<file path="src/rtl/demux5_32bits_buf.sv">
// demux5_32bits_buf: buffered 1-to-5 demultiplexer for WIDTH-bit words.
// A single producer offers a word plus a one-hot destination code. The word
// is steered into one of five single-entry holding registers, and each
// register is drained by its own consumer through a valid/ack handshake.
// Words with a malformed destination code are dropped, flagged and counted.
//
// Ports
//   clk        system clock, rising edge
//   reset_n    asynchronous active-low reset
//   in_valid   producer offers a word this cycle
//   in_ready   word would be taken this cycle (combinational, no in_data path)
//   in_data    word to distribute
//   in_sel     one-hot destination, bit 4 = slot 0 ... bit 0 = slot 4
//   y0..y4     slot holding registers
//   out_valid  slot holds an undelivered word, same bit order as in_sel
//   out_ack    consumer takes the slot word, same bit order as in_sel
//   sel_err    one-cycle pulse after a word with an illegal in_sel is dropped
//   drop_cnt   saturating count of dropped words
module demux5_32bits_buf #(
  parameter int unsigned WIDTH = 32,
  parameter int unsigned CNT_W = 8
) (
  input  logic             clk,
  input  logic             reset_n,
  input  logic             in_valid,
  output logic             in_ready,
  input  logic [WIDTH-1:0] in_data,
  input  logic [4:0]       in_sel,
  output logic [WIDTH-1:0] y0,
  output logic [WIDTH-1:0] y1,
  output logic [WIDTH-1:0] y2,
  output logic [WIDTH-1:0] y3,
  output logic [WIDTH-1:0] y4,
  output logic [4:0]       out_valid,
  input  logic [4:0]       out_ack,
  output logic             sel_err,
  output logic [CNT_W-1:0] drop_cnt
);

  localparam int unsigned NSLOT = 5;
  localparam logic [CNT_W-1:0] CNT_MAX = '1;

  // valid_q keeps the in_sel bit order; y_q is indexed by slot number
  logic [NSLOT-1:0] valid_q, valid_d;
  logic [WIDTH-1:0] y_q [NSLOT];
  logic [WIDTH-1:0] y_d [NSLOT];
  logic             sel_err_q, sel_err_d;
  logic [CNT_W-1:0] drop_cnt_q, drop_cnt_d;

  logic             sel_legal;
  logic [NSLOT-1:0] slot_free;
  logic             accept;
  logic             drop;
  logic [NSLOT-1:0] wr_mask;
  logic [NSLOT-1:0] wr_slot;

  // Destination decode and acceptance; a slot being acked this cycle counts
  // as free so a single slot can stream one word per cycle
  always_comb begin
    sel_legal = (in_sel != '0) && ((in_sel & (in_sel - 5'd1)) == '0);
    slot_free = ~valid_q | out_ack;
    in_ready  = !sel_legal || ((in_sel & slot_free) != '0);
    accept    = in_valid && in_ready;
    drop      = accept && !sel_legal;
    wr_mask   = (accept && sel_legal) ? in_sel : '0;
    // reorder to slot numbering: slot k sits at in_sel bit (4-k)
    wr_slot   = {wr_mask[0], wr_mask[1], wr_mask[2], wr_mask[3], wr_mask[4]};
  end

  // Next-state: ack clears, a same-cycle write wins and keeps the slot valid
  always_comb begin
    valid_d = (valid_q & ~out_ack) | wr_mask;
    for (int k = 0; k < NSLOT; k++) begin
      y_d[k] = wr_slot[k] ? in_data : y_q[k];
    end
    sel_err_d  = drop;
    drop_cnt_d = drop_cnt_q;
    if (drop && (drop_cnt_q != CNT_MAX)) begin
      drop_cnt_d = drop_cnt_q + CNT_W'(1);
    end
  end

  // State registers
  always_ff @(posedge clk or negedge reset_n) begin
    if (!reset_n) begin
      valid_q    <= '0;
      sel_err_q  <= 1'b0;
      drop_cnt_q <= '0;
      for (int k = 0; k < NSLOT; k++) begin
        y_q[k] <= '0;
      end
    end else begin
      valid_q    <= valid_d;
      sel_err_q  <= sel_err_d;
      drop_cnt_q <= drop_cnt_d;
      for (int k = 0; k < NSLOT; k++) begin
        y_q[k] <= y_d[k];
      end
    end
  end

  assign y0        = y_q[0];
  assign y1        = y_q[1];
  assign y2        = y_q[2];
  assign y3        = y_q[3];
  assign y4        = y_q[4];
  assign out_valid = valid_q;
  assign sel_err   = sel_err_q;
  assign drop_cnt  = drop_cnt_q;

endmodule

</file>
<file path="config.mk">
export PLATFORM = sky130hd
export DESIGN_NAME = demux5_32bits_buf
export DESIGN_NICKNAME = d
export VERILOG_FILES = /design/src/rtl/demux5_32bits_buf.sv
export SDC_FILE = /design/constraint.sdc
export NUM_CORES = 1
export LEC_CHECK = 0
export CELL_PAD_IN_SITES_DETAIL_PLACEMENT = 1
export CELL_PAD_IN_SITES_GLOBAL_PLACEMENT = 1
export CORE_MARGIN = 1.5
export CORE_UTILIZATION = 37
export DETAILED_ROUTE_END_ITERATION = 6
export PLACE_DENSITY_LB_ADDON = 0.05
export SYNTH_ARGS = -nofsm -noshare
export SYNTH_HDL_FRONTEND = slang
export SYNTH_SLANG_ARGS = --single-unit
export TNS_END_PERCENT = 50
</file>
<file path="constraint.sdc">
create_clock -name clk -period 2.1 [get_ports clk]
set_input_delay 0.525 -clock clk [delete_from_list [all_inputs] [get_ports clk]]
set_output_delay 0.525 -clock clk [all_outputs]
set_load 0.01 [all_outputs]
</file>
==> out/summary.txt, run 1 <==
Final net count = 722
Vias per inst = 4.87
CTS buffer count = 17
Global-route wire length before repair = 28.0 mm
Max cap viols = 0
Setup crit start = out_ack[2]
Yosys cell types = 24
Initial antenna violation count = 0
Clk root buf = clkbuf_16
CP max FO = 2
Largest net degree at the start of global routing = 43
Crit Path Category = primary input to output port
CP Cell Sequence = dlygate4sd2_1 -> nand2b_4 -> a222oi_1 -> nand3_1 -> buf_2
PwrDens = 1200 nW/µm²
Tmin final = 2.11 ns
CP endpoint kind = output port
Syn Inst Count = 403
RD Place Congestion = 0.829
RSZ-0062 raised after global routing = true
Fill cells = 1675
Later-pin clock latency in the skew report = 0.43 ns
Slew headroom = 0.697
Clk sinks = 174
Synth warn = 0
Number of flops mapped to enable cells by yosys = 0
Final wirelength = 18.5 mm
CTS clock-pin slew for the worst setup and hold paths = 0.07 ns
Worst Setup Start Kind = primary input
Max Clk Rate = 474 MHz
N_diodes = 0
Mean area per synthesized cell = 16.4 µm²
FF+latch count, synth = 174
Family with the most delay on the worst path = buffers and inverters
I/O pin cnt = 220
DRC viols = 0
Final HPWL DP = 12.9 mm
Total die area = 18700 µm²
Slowest CP cell = a222oi_1
Total GRT Usage = 0.202
Pleak = 0.00451 µW
Chip Height = 137 µm
Share of post-route cells with drive strength above 1 = 0.385
Placeable Area = 17400 µm²
Final Setup Violations = 1
Worst R2R End = y0[29]
Worst Skew = 0.00777 ns
Data required, critical path = 1.57 ns
CTS tree = done
Final core occ = 0.586
Commonest non-fill, non-tap cell in the layout = clkdlybuf4s50_1
Max incr delay on CP = 0.39 ns
Net Count, Synth = 449
Post-place setup slack = -0.649 ns
Area added between synthesis and finish = 54.0%
Cts hold-fix bufs = 0
Hold Vio Cnt, Final = 0
Worst Reg2Reg Path Length in Cells = 8
Row cnt = 48
Commonest non-fill, non-tap cells in the layout = clkdlybuf4s50_1 (209), dfrtp_1 (174), mux2_2 (161)
Synthesized area = 6630 µm²
WP data arrival = 1.58 ns
Period utilisation layout = 1.00
H-tree depth = 4
Initial DRC count = 102
Max Root-Sink Buffers = 2
FFs w/ async S/R, synth = 1.00
Vias = 4450
Initial Util = 0.381
Failing checks = negative setup slack
Min-delay worst type = primary input to asynchronous set/reset pin
Synth Flop Type = dfrtp_1
Outcome = finished with violations
R2r setup slk = 0.02 ns
Slew @ Worst Pin = 0.455 ns
Gr ovfl total = 0
Setup ws final = -0.00774 ns
Crit path buf inv count = 2
Final ANT Viol Nets = 0
Wire length per cell = 20.2 µm
Sequential area share after synthesis = 0.657
# port buffers = 219
Die width = 137 µm
Final Max Slew Viols = 0
Number of global-route vias before repair = 4915
DRT Pass-1 Iters = 4
VDD IR max = 0.670 mV
RR Startpoint = out_valid[2]
-- cells in the mapped netlist (2+ instances only) --
master / instances / area, µm²
a22oi_1: 2 / 15.0
and3_1: 2 / 12.5
buf_4: 15 / 113
dfrtp_1: 174 / 4350
mux2_2: 161 / 1810
nand2_1: 7 / 26.3
nand2b_1: 5 / 31.3
nand3_1: 5 / 25.0
nand3_2: 5 / 50.1
nor2_1: 3 / 11.3
nor2b_1: 2 / 12.5
nor3_1: 4 / 20.0
xnor2_1: 2 / 17.5
xor2_1: 6 / 52.6
-- timing repair --
item / 4_1_cts / 5_1_grt
pin swaps: 4 / 5
resized for setup: 19 / 15
endpoints found under the setup margin: 161 / 150
buffers inserted: 9 / 3
-- cells by family (layout without fill, tap and decap cells) --
family          after synthesis  count (layout)  synth area share
compound gates                5               5           0.00623
xor+xnor                      8               8            0.0106
fa+ha+maj                     1               1           0.00189
buf+inv                      16             302            0.0176
flops                       174             174             0.657
mux                         161             161             0.273
simple gates                 38              38            0.0334
-- state kept, by name (all words and copies together) (netlist names) --
name and count:
y4 32, y0 32, sel_err 1, drop_cnt 8
y3 32, y2 32, out_valid 5, y1 32
-- worst max-delay path by stage --
stage | to | slack [ns] | cells past startpoint
2_1_floorplan | y0[10] | 0.06 | 6
3_3_place_gp | in_ready | -0.56 | 6
3_5_place_dp | in_ready | -0.65 | 6
4_1_cts | in_ready | -0.05 | 4
5_1_grt | in_ready | -0.09 | 4
6_report | in_ready | -0.008 | 5
-- metal layers --
metal / vias to the layer above / part of all wire / global-route usage
met5: - / 0 / 0
met4: 0 / 0.029 / 0.0871
met3: 31 / 0.070 / 0.0637
met2: 144 / 0.51 / 0.336
met1: 2293 / 0.39 / 0.241
li1: 1982 / - / -
-- layout make-up --
| class | count | area, µm² | area share |
|---|---|---|---|
| Timing Repair Buffer | 269 | 2730 | 0.268 |
| Inverter | 1 | 3.75 | 0.000368 |
| Clock buffer | 17 | 425 | 0.0417 |
| Sequential cell | 174 | 4350 | 0.427 |
| Clock inverter | 15 | 154 | 0.0151 |
| Tap cell | 225 | 282 | 0.0276 |
| Multi-Input combinational cell | 213 | 2250 | 0.221 |
-- metrics by stage --
step	std cells	TNS, ns	instance area, µm²	power [µW]	hold WS [ns]
6_report	914	-0.00774	10200	12200	0.0234
5_1_grt	914	-1.06	10200	12800	0.0395
4_1_cts	911	-0.0508	10100	12300	0.0292
3_5_place_dp	870	-89.45	9460	9190	0.493
3_3_place_gp	870	-80.03	9460	9030	0.479
2_1_floorplan	403	0	6630	6430	0.229
-- power by group --
group / internal [µW] / leakage (µW) / total, µW / switching, µW
clock: 1680 / 0.000275 / 3080 / 1410
sequential: 4380 / 0.00213 / 4980 / 598
combinational: 2600 / 0.00210 / 4140 / 1540
No activity file was read; power rests on OpenSTA's default activity.
==> run 2: changes to the inputs <==
--- a/config.mk
+++ b/config.mk
@@ -8,7 +8,8 @@
 export CELL_PAD_IN_SITES_DETAIL_PLACEMENT = 1
 export CELL_PAD_IN_SITES_GLOBAL_PLACEMENT = 1
 export CORE_MARGIN = 1.5
-export CORE_UTILIZATION = 37
+export CORE_UTILIZATION = 38
+export CTS_BUF_LIST = sky130_fd_sc_hd__clkbuf_2 sky130_fd_sc_hd__clkbuf_4 sky130_fd_sc_hd__clkbuf_8
 export DETAILED_ROUTE_END_ITERATION = 6
 export PLACE_DENSITY_LB_ADDON = 0.05
 export SYNTH_ARGS = -nofsm -noshare
==> out/summary.txt, run 2 (synthesis results as in run 1) <==
Hold Vio Cnt, Final = 0
Failing checks = negative setup slack
R2r setup slk = -0.02 ns
M2 GR Usage = 0.356
Global-route wire length before repair = 27.6 mm
Max Clk Rate = 446 MHz
Setup TNS Final = -0.601 ns
Min-delay worst type = flop to flop
Crit Path Category = flop to output port
CTS buffer count = 17
Area added between synthesis and finish = 50.2%
Combinational fraction of design power = 0.362
Final Max Slew Viols = 0
Total die area = 18200 µm²
Final ANT Viol Nets = 0
Family with the most delay on the worst path = compound AO/OA/AOI/OAI gates
Switching pwr = 3360 µW
CTS tree = done
Crit path buf inv count = 1
Final wirelength = 18.0 mm
M3 GR Usage = 0.0597
Hold_ws = 0.504 ns
Final net count = 714
Initial Util = 0.386
Number of global-route vias before repair = 4862
WP data arrival = 1.72 ns
RSZ-0062 raised after global routing = true
CTS clock-pin slew for the worst setup and hold paths = 0.09 ns
Later-pin clock latency in the skew report = 0.44 ns
Largest net degree at the start of global routing = 59
Power Total = 11400 µW
RR Startpoint = out_valid[2]
Die width = 135 µm
Hold depth = 1
Hold Startpoint = drop_cnt[7]
Most Crowded Layer GR = met2
Max Root-Sink Buffers = 2
Slew @ Worst Pin = 0.536 ns
Worst Reg2Reg Path Length in Cells = 7
Layout Cells excl Fill = 906
Wire length per cell = 19.9 µm
Row cnt = 48
DRC viols = 0
Clk sinks = 174
DRT Pass-1 Iters = 4
I/O pin cnt = 220
Commonest non-fill, non-tap cells in the layout = clkdlybuf4s50_1 (209), dfrtp_1 (174), mux2_2 (161)
Pleak = 0.00438 µW
Share of post-route cells with drive strength above 1 = 0.367
Worst Skew = 0.00765 ns
Clk root buf = clkbuf_8
VDD IR max = 0.498 mV
# port buffers = 219
Total GRT Usage = 0.202
Initial DRC count = 99
Gr ovfl total = 0
Power share of the clock group = 0.203
Outcome = finished with violations
Post-place setup slack = -0.606 ns
RD Place Congestion = 0.789
Chip Height = 135 µm
PwrDens = 1140 nW/µm²
Commonest non-fill, non-tap cell in the layout = clkdlybuf4s50_1
CP endpoint kind = output port
H-tree depth = 4
Setup ws final = -0.141 ns
Power Internal = 8030 µW
Tmin final = 2.24 ns
Data required, critical path = 1.57 ns
Hold Path End = drop_cnt[7]
Period utilisation layout = 1.07
Placed Cells = 867
Share of total power in sequential cells = 0.435
Worst Setup Start Kind = flop
Max incr delay on CP = 0.52 ns
Final HPWL DP = 12.6 mm
Max cap viols = 0
Placeable Area = 17200 µm²
Initial antenna violation count = 0
Slowest CP cell = a222oi_1
CP max FO = 2
Worst R2R End = y3[28]
N_diodes = 0
Slew headroom = 0.643
Met1 GRT Util = 0.236
Final Setup Violations = 55
CP Cell Sequence = nand2b_4 -> a222oi_1 -> nand3_1 -> buf_2
Vias = 4398
Vias per inst = 4.85
Sw frac = 0.295
## run 2: cell count changes in the layout (fill, tap and decap cells not counted), moves of 3 or more
cell	previous run	this run
dlygate4sd2_1	5	8
buf_12	15	11
clkbuf_8	0	17
buf_4	34	27
inv_8	4	1
clkbuf_2	3	0
clkbuf_16	17	2
## run 2: stage by stage
step / cell area [µm²] / util
2_1_floorplan: 6630 / -
3_3_place_gp: 9390 / 0.547
4_1_cts: 9850 / 0.573
6_report: 9950 / 0.579
3_5_place_dp: 9390 / 0.547
5_1_grt: 9950 / 0.579
## run 2: how the worst max path moves through the flow
stage | slack (ns) | cells after the start | startpoint | end
after floorplan | 0.06 | 6 | out_ack[2] | y0[10]
after global placement | -0.54 | 6 | in_sel[3] | in_ready
after detailed placement | -0.61 | 6 | in_sel[3] | in_ready
after CTS | -0.04 | 4 | out_valid[2] | in_ready
after global routing | -0.23 | 4 | out_valid[2] | in_ready
final | -0.14 | 4 | out_valid[2] | in_ready
## run 2: layout make-up
| class | instances | area, µm² |
|---|---|---|
| Clock inverter | 15 | 161 |
| Fill cell | 1643 | 7220 |
| Inverter | 1 | 3.75 |
| Tap cell | 225 | 282 |
| Clock buffer | 17 | 234 |
| Sequential cell | 174 | 4350 |
| Multi-Input combinational cell | 213 | 2250 |
| Timing Repair Buffer | 261 | 2670 |
## run 2: power by group through the flow
stage               Clock [µW]  Combinational [µW]  Sequential [µW]
floorplan                    0                 986             5440
CTS                       2390                4170             4970
finish                    2310                4120             4950
global placement             0                4050             4960
global route              2530                4380             5090
detailed placement           0                4140             5030
## run 2: metal layers
metal / vias up / wire (µm)
li1: 1960 / -
met1: 2290 / 7170
met2: 127 / 9490
met3: 21 / 1100
met4: 0 / 279
met5: - / 0
## run 2: what timing repair did
action / 4_1_cts / 5_1_grt
pin swaps: 2 / 4
setup endpoints to repair: 161 / 130
buffers inserted: 3 / 1
hold endpoints to repair: 9 / 0
resized for setup: 19 / 7
gates cloned: 0 / 2
hold buffers: 1 / 0
## run 2: worst reg2reg max path, delay by kind of cell (launching register included)
family	cells	cell delay, ns
flops	1	0.40
mux	1	0.35
buf+inv	2	0.43
compound gates	2	0.63
simple gates	2	0.21
